[config.mk]
export PLATFORM = sky130hd
export DESIGN_NAME = decode_illegal_exception
export DESIGN_NICKNAME = d
export VERILOG_FILES = /design/src/rtl/decode_illegal_exception_pkg.sv /design/src/rtl/sat_counter32.sv /design/src/rtl/decode_illegal_exception.sv
export SDC_FILE = /design/constraint.sdc
export NUM_CORES = 1
export LEC_CHECK = 0
export ABC_AREA = 1
export CAP_MARGIN = 0
export CORE_MARGIN = 4
export CORE_UTILIZATION = 43
export DETAILED_ROUTE_END_ITERATION = 8
export GPL_TIMING_DRIVEN = 1
export PLACE_DENSITY = 0.9
export REMOVE_ABC_BUFFERS = 1
export SYNTH_ARGS = -nofsm -noshare
export SYNTH_HDL_FRONTEND = slang
export SYNTH_SLANG_ARGS = --single-unit
[constraint.sdc]
create_clock -name clk -period 1.7 [get_ports clk]
set_input_delay 0.34 -clock clk [delete_from_list [all_inputs] [get_ports clk]]
set_output_delay 0.34 -clock clk [all_outputs]
set_load 0.005 [all_outputs]
[src/rtl/decode_illegal_exception_pkg.sv]
// Shared types and constants for the decode-stage illegal-instruction exception block.
package decode_illegal_exception_pkg;

    typedef enum logic [1:0] {
        StIdle,
        StDrain,
        StRequest,
        StFlush
    } illegal_exc_state_t;

    localparam logic [4:0] EXC_CAUSE_ILLEGAL_INST = 5'd2;
    localparam int unsigned INST_W = 32;

endpackage

[src/rtl/sat_counter32.sv]
// 32-bit increment counter that saturates at all-ones, with synchronous active-high reset.
module sat_counter32 #(
    parameter logic [31:0] ResetValue = 32'h0
) (
    input  logic        clk_i,
    input  logic        rst_i,
    input  logic        inc_i,
    output logic [31:0] count_o
);

    logic [31:0] count_d, count_q;

    always_comb begin
        count_d = count_q;
        if (inc_i && (count_q != 32'hFFFF_FFFF)) begin
            count_d = count_q + 32'd1;
        end
    end

    always_ff @(posedge clk_i) begin
        if (rst_i) begin
            count_q <= ResetValue;
        end else begin
            count_q <= count_d;
        end
    end

    assign count_o = count_q;

endmodule

[src/rtl/decode_illegal_exception.sv]
// Stalls decode on an illegal instruction, waits for older work to drain, then raises a
// precise illegal-instruction exception and holds decode until the flush completes.
module decode_illegal_exception
    import decode_illegal_exception_pkg::*;
#(
    parameter int unsigned XLEN       = 32,
    parameter int unsigned ID_W       = 3,
    // Reset value of illegal_count; normally zero.
    parameter logic [31:0] COUNT_INIT = 32'h0
) (
    input  logic              clk,
    input  logic              rst,
    input  logic              decode_valid,
    input  logic [INST_W-1:0] decode_instruction,
    input  logic [XLEN-1:0]   decode_pc,
    input  logic [ID_W-1:0]   decode_id,
    input  logic              illegal_instruction,
    input  logic              inflight_empty,
    input  logic              gc_flush,
    output logic              decode_stall,
    output logic              exc_valid,
    input  logic              exc_ready,
    output logic [4:0]        exc_code,
    output logic [INST_W-1:0] exc_tval,
    output logic [XLEN-1:0]   exc_pc,
    output logic [ID_W-1:0]   exc_id,
    input  logic              flush_done,
    output logic [31:0]       illegal_count
);

    illegal_exc_state_t state_d, state_q;
    logic [INST_W-1:0]  tval_d, tval_q;
    logic [XLEN-1:0]    pc_d, pc_q;
    logic [ID_W-1:0]    id_d, id_q;
    logic               capture;
    logic               accept;

    always_comb begin
        state_d = state_q;
        capture = 1'b0;
        accept  = 1'b0;
        unique case (state_q)
            StIdle: begin
                if (decode_valid && illegal_instruction && !gc_flush) begin
                    capture = 1'b1;
                    state_d = StDrain;
                end
            end
            StDrain: begin
                if (gc_flush) begin
                    state_d = StIdle;
                end else if (inflight_empty) begin
                    state_d = StRequest;
                end
            end
            StRequest: begin
                // An accepted handshake takes priority over a same-cycle flush.
                if (exc_ready) begin
                    accept  = 1'b1;
                    state_d = StFlush;
                end else if (gc_flush) begin
                    state_d = StIdle;
                end
            end
            StFlush: begin
                if (flush_done) begin
                    state_d = StIdle;
                end
            end
            default: state_d = StIdle;
        endcase
    end

    always_comb begin
        tval_d = tval_q;
        pc_d   = pc_q;
        id_d   = id_q;
        if (capture) begin
            tval_d = decode_instruction;
            pc_d   = decode_pc;
            id_d   = decode_id;
        end
    end

    always_ff @(posedge clk) begin
        if (rst) begin
            state_q <= StIdle;
            tval_q  <= '0;
            pc_q    <= '0;
            id_q    <= '0;
        end else begin
            state_q <= state_d;
            tval_q  <= tval_d;
            pc_q    <= pc_d;
            id_q    <= id_d;
        end
    end

    sat_counter32 #(
        .ResetValue(COUNT_INIT)
    ) u_count (
        .clk_i  (clk),
        .rst_i  (rst),
        .inc_i  (accept),
        .count_o(illegal_count)
    );

    // Stall is combinational only on the capture cycle; afterwards it follows the state.
    assign decode_stall = (state_q != StIdle) || capture;
    assign exc_valid    = (state_q == StRequest);
    assign exc_code     = exc_valid ? EXC_CAUSE_ILLEGAL_INST : 5'd0;
    assign exc_tval     = tval_q;
    assign exc_pc       = pc_q;
    assign exc_id       = id_q;

endmodule

* Word level (Yosys, flattened, before mapping)
Cells that the tools add are included. Widths: inputs -> output; s select.
Cells by class: equal/unequal tests 8, add/subtract/negate cells 1, reduce and logical (&&, ||, !) cells 8, mux-type cells 12
Operators with widths (number):
- $add 32x1->32 const B | 1
- $ne 32x32->1 const B | 1
- $mux 2 | 7
- $pmux 2 s4 | 1
- $eq 2x2->1 const B | 2
- $mux 1 | 4
- $ne 2x2->1 const B | 2
- $reduce_and 4->1 | 1
- $logic_and 1x1->1 | 3
- $ne 3x2->1 const B | 1
- $ne 3x3->1 const B | 1
- $eq 2x1->1 const B | 1
- $logic_not 2->1 | 1
- $reduce_bool 2->1 | 1
- $logic_not 1->1 | 1
- $logic_or 1x1->1 | 1
Word-level totals: flip-flop bits (word level) 101, input bits 75

* Depth between registers and ports, before layout
Gate-level depths: netlist of run 1.
depth after elaboration 5, gate-level depth with buffers 11, gate-level depth less buffers 11

* Cells and area by module
Synthesis of run 1 repeated with hierarchy kept, for this count alone.
Second synthesis, totals: cell total of the unflattened synthesis 655, area, all modules 4613.2 µm²
Modules (own cells, without submodules):
- decode_illegal_exception | times used 1, area each 2551.2 µm², cells an instance 331
- sat_counter32 | times used 1, area each 2062.0 µm², cells an instance 324

* Worst setup path after synthesis of run 1
Ideal clock, no wire load.
path kind flip-flop to flip-flop, start register u_count.count_q[0] (netlist: u_count.count_o[0]), end register u_count.count_q[14] (netlist: u_count.count_o[14]), buffers on the path 1, setup time 115 ps, cell stages (with the launch flop) 10, path slack 122 ps, arrival 1463 ps, period minus slack after synthesis 1578 ps, cell sequence dfxtp_1 > ha_1 > nand2_2 > nor2_8 > nand2_2 > nor2_8 > nand3b_4 > buf_6 > a21oi_1 > nor2_1
Between the ends: word-level cells in the longest chain between the ends 2, elaborated cells on any way between the ends 3, classes of those cells add/sub: 1; eq/ne: 1; reduce/logical: 1
Ends and longest elaborated chain:
- start, declared | line sat_counter32.sv:11 | logic [31:0] count_d, count_q;
- start signal, assigned | line sat_counter32.sv:22 | count_q <= ResetValue;
- start signal, assigned | line sat_counter32.sv:24 | count_q <= count_d;
- parallel branches: the longest is 2 deep, another holds $add 32x1->32
Parallel ways; which one is timed is not known. A chain may end at the register's enable or synchronous reset.

* Worst setup path after layout of run 1
start register u_count.count_q[0] (netlist: u_count.count_o[0]), end register u_count.count_q[17] (netlist: u_count.count_o[17])
Same word-level chain as after synthesis.

==> out/metrics.yaml, run 1 <==
yosys:
  synth_cells: 643
  syn_area_per_cell_um2: 6.99
  synth_top_area_share_pct: 45.0
  ys_types: 32
  synth_top_family_by_area: "simple AND/OR/NAND/NOR gates"
  synthXorXnorAreaFrac_pct: 0
  yosys.area_share.simple_pct: 36.0
  synthMuxAreaShare_pct: 0
  ys_seq_area_share_pct: 45.0
  synth_top_cells_by_area: "dfxtp_1 (45%), nor2_1 (18%), o21ai_0 (7.4%)"
  synth_warnings: 0
  synth.largest_area_cell: "dfxtp_1"
  ys_ff_latch: 101
  netlist_area_um2: 4490
  synthAdderAreaFrac_pct: 0.279
  synth-compound-area-share_pct: 11.3
timing:
  rsz0062_at_grt: "true"
  slew_violations: 0
  final.setup.tns_ps: 0
  skew_ps: 16.3
  period_needed_ps: 1690
  post-route-period-util_pct: 99.7
  setup_ws_ps: 5.91
  fmax_ghz: 0.590
  setup_viol: 0
  finalHoldViolations: 0
detailed_routing:
  vias_per_cell: 5.14
  dr.pass1.iters: 5
  drc_errors: 0
  drt_iter0_markers: 252
  totalWireLength_um: 14400
  wl_per_cell_um: 14.7
  ant_nets: 0
  route.vias.total: 5017
setup_path:
  cp_data_required_time_ps: 1970
  crit_family: "simple AND/OR/NAND/NOR gates"
  critical_path.max_stage_delay_ps: 340
  critPathLaunchType: "flop"
  worst_path_max_delay_cell: "dfxtp_2"
  r2r-start: "u_count.count_o[0]"
  crit_top_cell: "nor2_8"
  rr_worst_depth: 9
  crit_path_end_kind: "flop"
  crit_type: "flop to flop"
  cp.arrival_ps: 1960
  r2r_slack_ps: 6
  cp_num_buf_inv: 1
  cp_max_fo: 6
  worstPathCellList: "ha_2 > nand2_2 > nor2_8 > nand2_4 > nor2_8 > buf_12 > nand3b_4 > a21oi_1 > nor2_1"
  timing.rr.end: "u_count.count_o[17]"
place:
  io_buffers: 176
  gp_congestion: 0.930
  hpwl_um: 9700
  numPlacedInstances: 949
  pre_cts_slack_ps: -197
  place_area_um2: 6500
global_route:
  overflow: 0
  grt_max_degree: 64
  use_met1_pct: 24.3
  grt_antenna_before_repair: 0
  track_usage_pct: 22.1
  met3_usage_pct: 10.5
  grt_pass1_vias: 4464
  grt_pass1_wl_um: 21000
  grt.busiest_layer: "met2"
  use_met2_pct: 38.2
power_and_ir_drop:
  p_leak_nw: 3.18
  irDropWorstVdd_mv: 0.646
  power_density_nw_per_um2: 694
  power.total_w: 0.00483
final_layout:
  final_area_um2: 6970
  stdcell_count: 976
  syn2layout_area_growth_pct: 55.1
  n_antenna_cell: 0
  layout_commonest_cell: "nor2_1"
  nNetsFinal: 911
  final_cell_mix: "nor2_1 (215), clkdlybuf4s50_1 (163), nand2_1 (86)"
  drive_gt1_share_pct: 14.4
worst_hold_path:
  whs_endpoint: "exc_pc[13]"
  holdCritPathClass: "flop to flop"
  whs_path_depth: 2
  hp-start: "exc_pc[13]"
run_status:
  outcome: "complete, no violations"
die:
  dieArea_um2: 12100
  die_h_um: 110
  die_w_um: 110
  initial_core_util_pct: 43.9
  io_pins: 181
  fp-row-count: 37
  coreArea_um2: 10200
clocking:
  numCtsBuffers: 9
  clock_latency_ps: 370
  clkTransAtPathRegs_ps: 110
  clock_path_buffers: 2
  clock_sinks: 101
  cts_hold_buf: 0
  htree_levels: 3
  cts_tree: "built"
  root_buffer: "clkbuf_8"
run:
  maxCapViolCount: 0
==> worst max-delay path by stage <==
stage	start	end	slack, ps	cells past startpoint
5_1_grt	u_count.count_o[0]	u_count.count_o[17]	-60	9
4_1_cts	u_count.count_o[0]	u_count.count_o[17]	0.6	8
3_5_place_dp	gc_flush	exc_tval[20]	-200	8
3_3_place_gp	exc_ready	u_count.count_o[15]	-160	7
6_report	u_count.count_o[0]	u_count.count_o[17]	6	9
2_1_floorplan	gc_flush	exc_pc[13]	-1130	6
==> cell type report <==
| class | instances | area (um^2) |
|---|---|---|
| Inverter | 35 | 138 |
| Clock buffer | 10 | 138 |
| Timing Repair Buffer | 207 | 2120 |
| Fill cell | 774 | 3260 |
| Sequential cell | 101 | 2070 |
| Clock inverter | 6 | 62.6 |
| Tap cell | 136 | 170 |
| Multi-Input combinational cell | 481 | 2280 |
==> cells in the mapped netlist <==
master / instances
nand3_1: 36
nor2_8: 2
clkbuf_1: 17
buf_4: 6
a31oi_1: 4
nand2_1: 87
nand3b_4: 1
a21oi_1: 25
ha_1: 1
nor2_2: 3
nor3_2: 2
nand3_4: 1
nand4_1: 8
nand2_4: 3
buf_6: 5
nand2_2: 5
inv_6: 1
nor2_1: 217
o21ai_0: 66
inv_2: 3
clkinv_1: 1
o2bb2ai_1: 1
nor2_4: 2
buf_2: 5
dfxtp_1: 101
clkinv_2: 1
conb_1: 1
o21ai_1: 4
nor3_1: 2
inv_1: 29
nand3b_1: 2
nor3_4: 1
==> report_power, final <==
part           internal, W  total, W  leakage [nW]  switching (W)
combinational     0.000440  0.000741          2.24       0.000301
sequential         0.00248   0.00254         0.837      0.0000594
clock             0.000615   0.00155         0.103       0.000938
==> registers in the layout, indices dropped and copies added, names as in the netlist <==
register         flops
exc_pc              32
exc_tval            32
u_count.count_o     32
state_q              2
exc_id               3
==> kinds of logic after synthesis <==
family          Yosys count
simple gates            372
fa+ha+maj                 1
buf+inv                  68
compound gates          100
flops                   101
other cells               1
==> per-layer routing <==
metal	vias up	share of wire, %
li1	2438	-
met1	2283	37
met2	258	49
met3	38	11
met4	0	2.8
met5	-	0
==> worst reg2reg max path: stages (launching register included) <==
cell	delay, ps
dfxtp_2	340
ha_2	190
nand2_2	100
nor2_8	180
nand2_4	100
nor2_8	150
buf_12	140
nand3b_4	150
a21oi_1	200
nor2_1	60
==> what timing repair did <==
| item | in CTS | in global routing |
|---|---|---|
| endpoints found under the hold margin | 0 | 0 |
| setup endpoints to repair | 11 | 57 |
| setup buffers | 2 | 5 |
| cloned | 0 | 4 |
| resized for setup | 16 | 49 |
| pin swaps | 0 | 7 |
==> metrics by stage <==
step	hold slack [ps]	util (%)
floorplan	409	-
finish	512	68.1
CTS	521	65.7
global route	505	68.1
detailed placement	489	63.5
global placement	479	63.5
No activity file was read; power rests on OpenSTA's default activity.
==> run 2: changes to the inputs <==
--- a/config.mk
+++ b/config.mk
@@ -6,12 +6,12 @@
 export NUM_CORES = 1
 export LEC_CHECK = 0
 export ABC_AREA = 1
-export CAP_MARGIN = 0
 export CORE_MARGIN = 4
-export CORE_UTILIZATION = 43
+export CORE_UTILIZATION = 39
 export DETAILED_ROUTE_END_ITERATION = 8
 export GPL_TIMING_DRIVEN = 1
-export PLACE_DENSITY = 0.9
+export HOLD_SLACK_MARGIN = 0.08
+export PLACE_DENSITY = 0.86
 export REMOVE_ABC_BUFFERS = 1
 export SYNTH_ARGS = -nofsm -noshare
 export SYNTH_HDL_FRONTEND = slang
==> constraint.sdc (replaced) <==
create_clock -name clk -period 1.4 [get_ports clk]
set_input_delay 0.28 -clock clk [delete_from_list [all_inputs] [get_ports clk]]
set_output_delay 0.28 -clock clk [all_outputs]
set_load 0.005 [all_outputs]
==> out/metrics.yaml, run 2 (synthesis results as in run 1) <==
run_status:
  outcome: "finished, violations left"
  violations: "negative setup slack"
power_and_ir_drop:
  p_leak_nw: 4.15
  p_comb_share_pct: 18.9
  switchingPower_w: 0.00194
  irDropWorstVdd_mv: 0.983
  swShare_pct: 27.6
  power_density_nw_per_um2: 797
  clock_power_share_pct: 36.7
  seq_power_share_pct: 44.4
  p_int_w: 0.00508
final_layout:
  nFillCells: 604
  fin_util_pct: 79.6
  drive_gt1_share_pct: 39.5
  stdcell_count: 1086
  multi_input_area_um2: 2950
  layout_commonest_cell: "nor2_1"
  seq_area_um2: 2070
  n_antenna_cell: 0
  syn2layout_area_growth_pct: 96.3
  final_cell_mix: "nor2_1 (170), dlygate4sd2_1 (94), buf_4 (89)"
  nNetsFinal: 1017
clocking:
  clock_path_buffers: 2
  clock_sinks: 101
  numCtsBuffers: 9
  clock_latency_ps: 360
  cts_hold_buf: 0
  root_buffer: "clkbuf_16"
  clkTransAtPathRegs_ps: 80
  cts_tree: "built"
  htree_levels: 3
setup_path:
  worst_path_max_delay_cell: "dfxtp_2"
  worstPathCellList: "ha_4 > nand2_4 > nor2_8 > nand2_4 > nor2_8 > buf_12 > nand3b_4 > a21oi_1 > nor2_1"
  cp_data_required_time_ps: 1640
  r2r_slack_ps: -300
  crit_type: "flop to flop"
  critPathLaunchType: "flop"
  critical_path.max_stage_delay_ps: 350
  crit_path_end_kind: "flop"
  cp_max_fo: 6
  cp.arrival_ps: 1930
detailed_routing:
  drt_iter0_markers: 454
  wl_per_cell_um: 19.8
  dr.pass1.iters: 6
  ant_nets: 0
  drc_errors: 0
  vias_per_cell: 5.54
  route.vias.total: 6016
  totalWireLength_um: 21500
die:
  io_pins: 181
  die_w_um: 115
  dieArea_um2: 13300
  initial_core_util_pct: 40.5
  fp-row-count: 38
  die_h_um: 115
  coreArea_um2: 11100
timing:
  setup_viol: 96
  skew_ps: 11.4
  final.setup.tns_ps: -12170
  setup_ws_ps: -299
  finalHoldViolations: 0
  period_needed_ps: 1700
  fmax_ghz: 0.589
  post-route-period-util_pct: 121
  rsz0062_at_grt: "true"
  slew_violations: 0
global_route:
  track_usage_pct: 27.5
  grt_pass1_wl_um: 28700
  grt_max_degree: 53
  grt_pass1_vias: 5813
  overflow: 0
  grt_antenna_before_repair: 0
place:
  numPlacedInstances: 1005
  pre_cts_slack_ps: -441
  hpwl_um: 10600
  io_buffers: 176
  gp_congestion: 0.933
worst_hold_path:
  holdCritPathClass: "input port to flop"
run:
  maxCapViolCount: 0
==> run 2: cell types whose count changed in the layout (fill, tap and decap cells not counted), sizes merged, moves of 4 or more <==
| cell | previous run | this run |
|---|---|---|
| buf | 31 | 132 |
| clkdlybuf4s50 | 163 | 71 |
| dlygate4sd2 | 4 | 94 |
| clkbuf | 10 | 20 |
| dlymetal6s2s | 9 | 0 |
| clkdlybuf4s15 | 0 | 4 |
==> run 2: power groups by stage <==
stage / Sequential [W] / Combinational (W) / Clock [W]
after floorplan: 0.00315 / 0.000260 / 0
after global placement: 0.00314 / 0.000904 / 0
after detailed placement: 0.00314 / 0.000915 / 0
after CTS: 0.00308 / 0.00101 / 0.00256
after global routing: 0.00313 / 0.00140 / 0.00268
final: 0.00312 / 0.00133 / 0.00258
==> run 2: repair_timing <==
action	4_1_cts	5_1_grt
cloned	15	9
endpoints found under the setup margin	201	106
pin swaps	18	78
setup buffers	35	11
resized for setup	230	219
==> run 2: path summary, 6_finish.rpt <==
kind                         endpoint                    from  depth (start not counted)
setup / recovery  u_count.count_o[19]      u_count.count_o[1]                          9
hold / removal           exc_tval[15]  decode_instruction[15]                          3
setup reg to reg  u_count.count_o[19]      u_count.count_o[1]                          9
hold reg to reg          exc_tval[17]            exc_tval[17]                          2
==> run 2: cell type report <==
type | count | share of cell area [%]
sequential | 101 | 23.4
inverter | 35 | 1.77
tap | 140 | 1.99
multi-input combinational | 483 | 33.4
clock buffer | 11 | 2.87
timing repair inverter | 1 | 0.128
timing repair buffer | 310 | 35.8
clock inverter | 5 | 0.525
==> run 2: through the flow <==
stage                     hold slack, ps  cell area [um^2]  total power [W]
final                                495              8820          0.00703
after global routing                 517              8820          0.00721
after CTS                            496              8000          0.00665
after detailed placement             484              6870          0.00406
after global placement               479              6870          0.00404
after floorplan                      349              4310          0.00341
==> run 2: routing by layer <==
layer | track usage [%] | vias up | wire length (um)
li1 | - | 2663 | -
met1 | 29.0 | 2769 | 7280
met2 | 48.6 | 455 | 10800
met3 | 10.8 | 129 | 2260
met4 | 11.9 | 0 | 1180
met5 | 0 | - | 0
==> run 2: worst max-delay path, delay by kind of cell (launching register included) <==
kind | cells | cell delay (ps)
flops | 1 | 350
fa+ha+maj | 1 | 160
compound gates | 1 | 200
simple gates | 6 | 690
buf+inv | 1 | 160
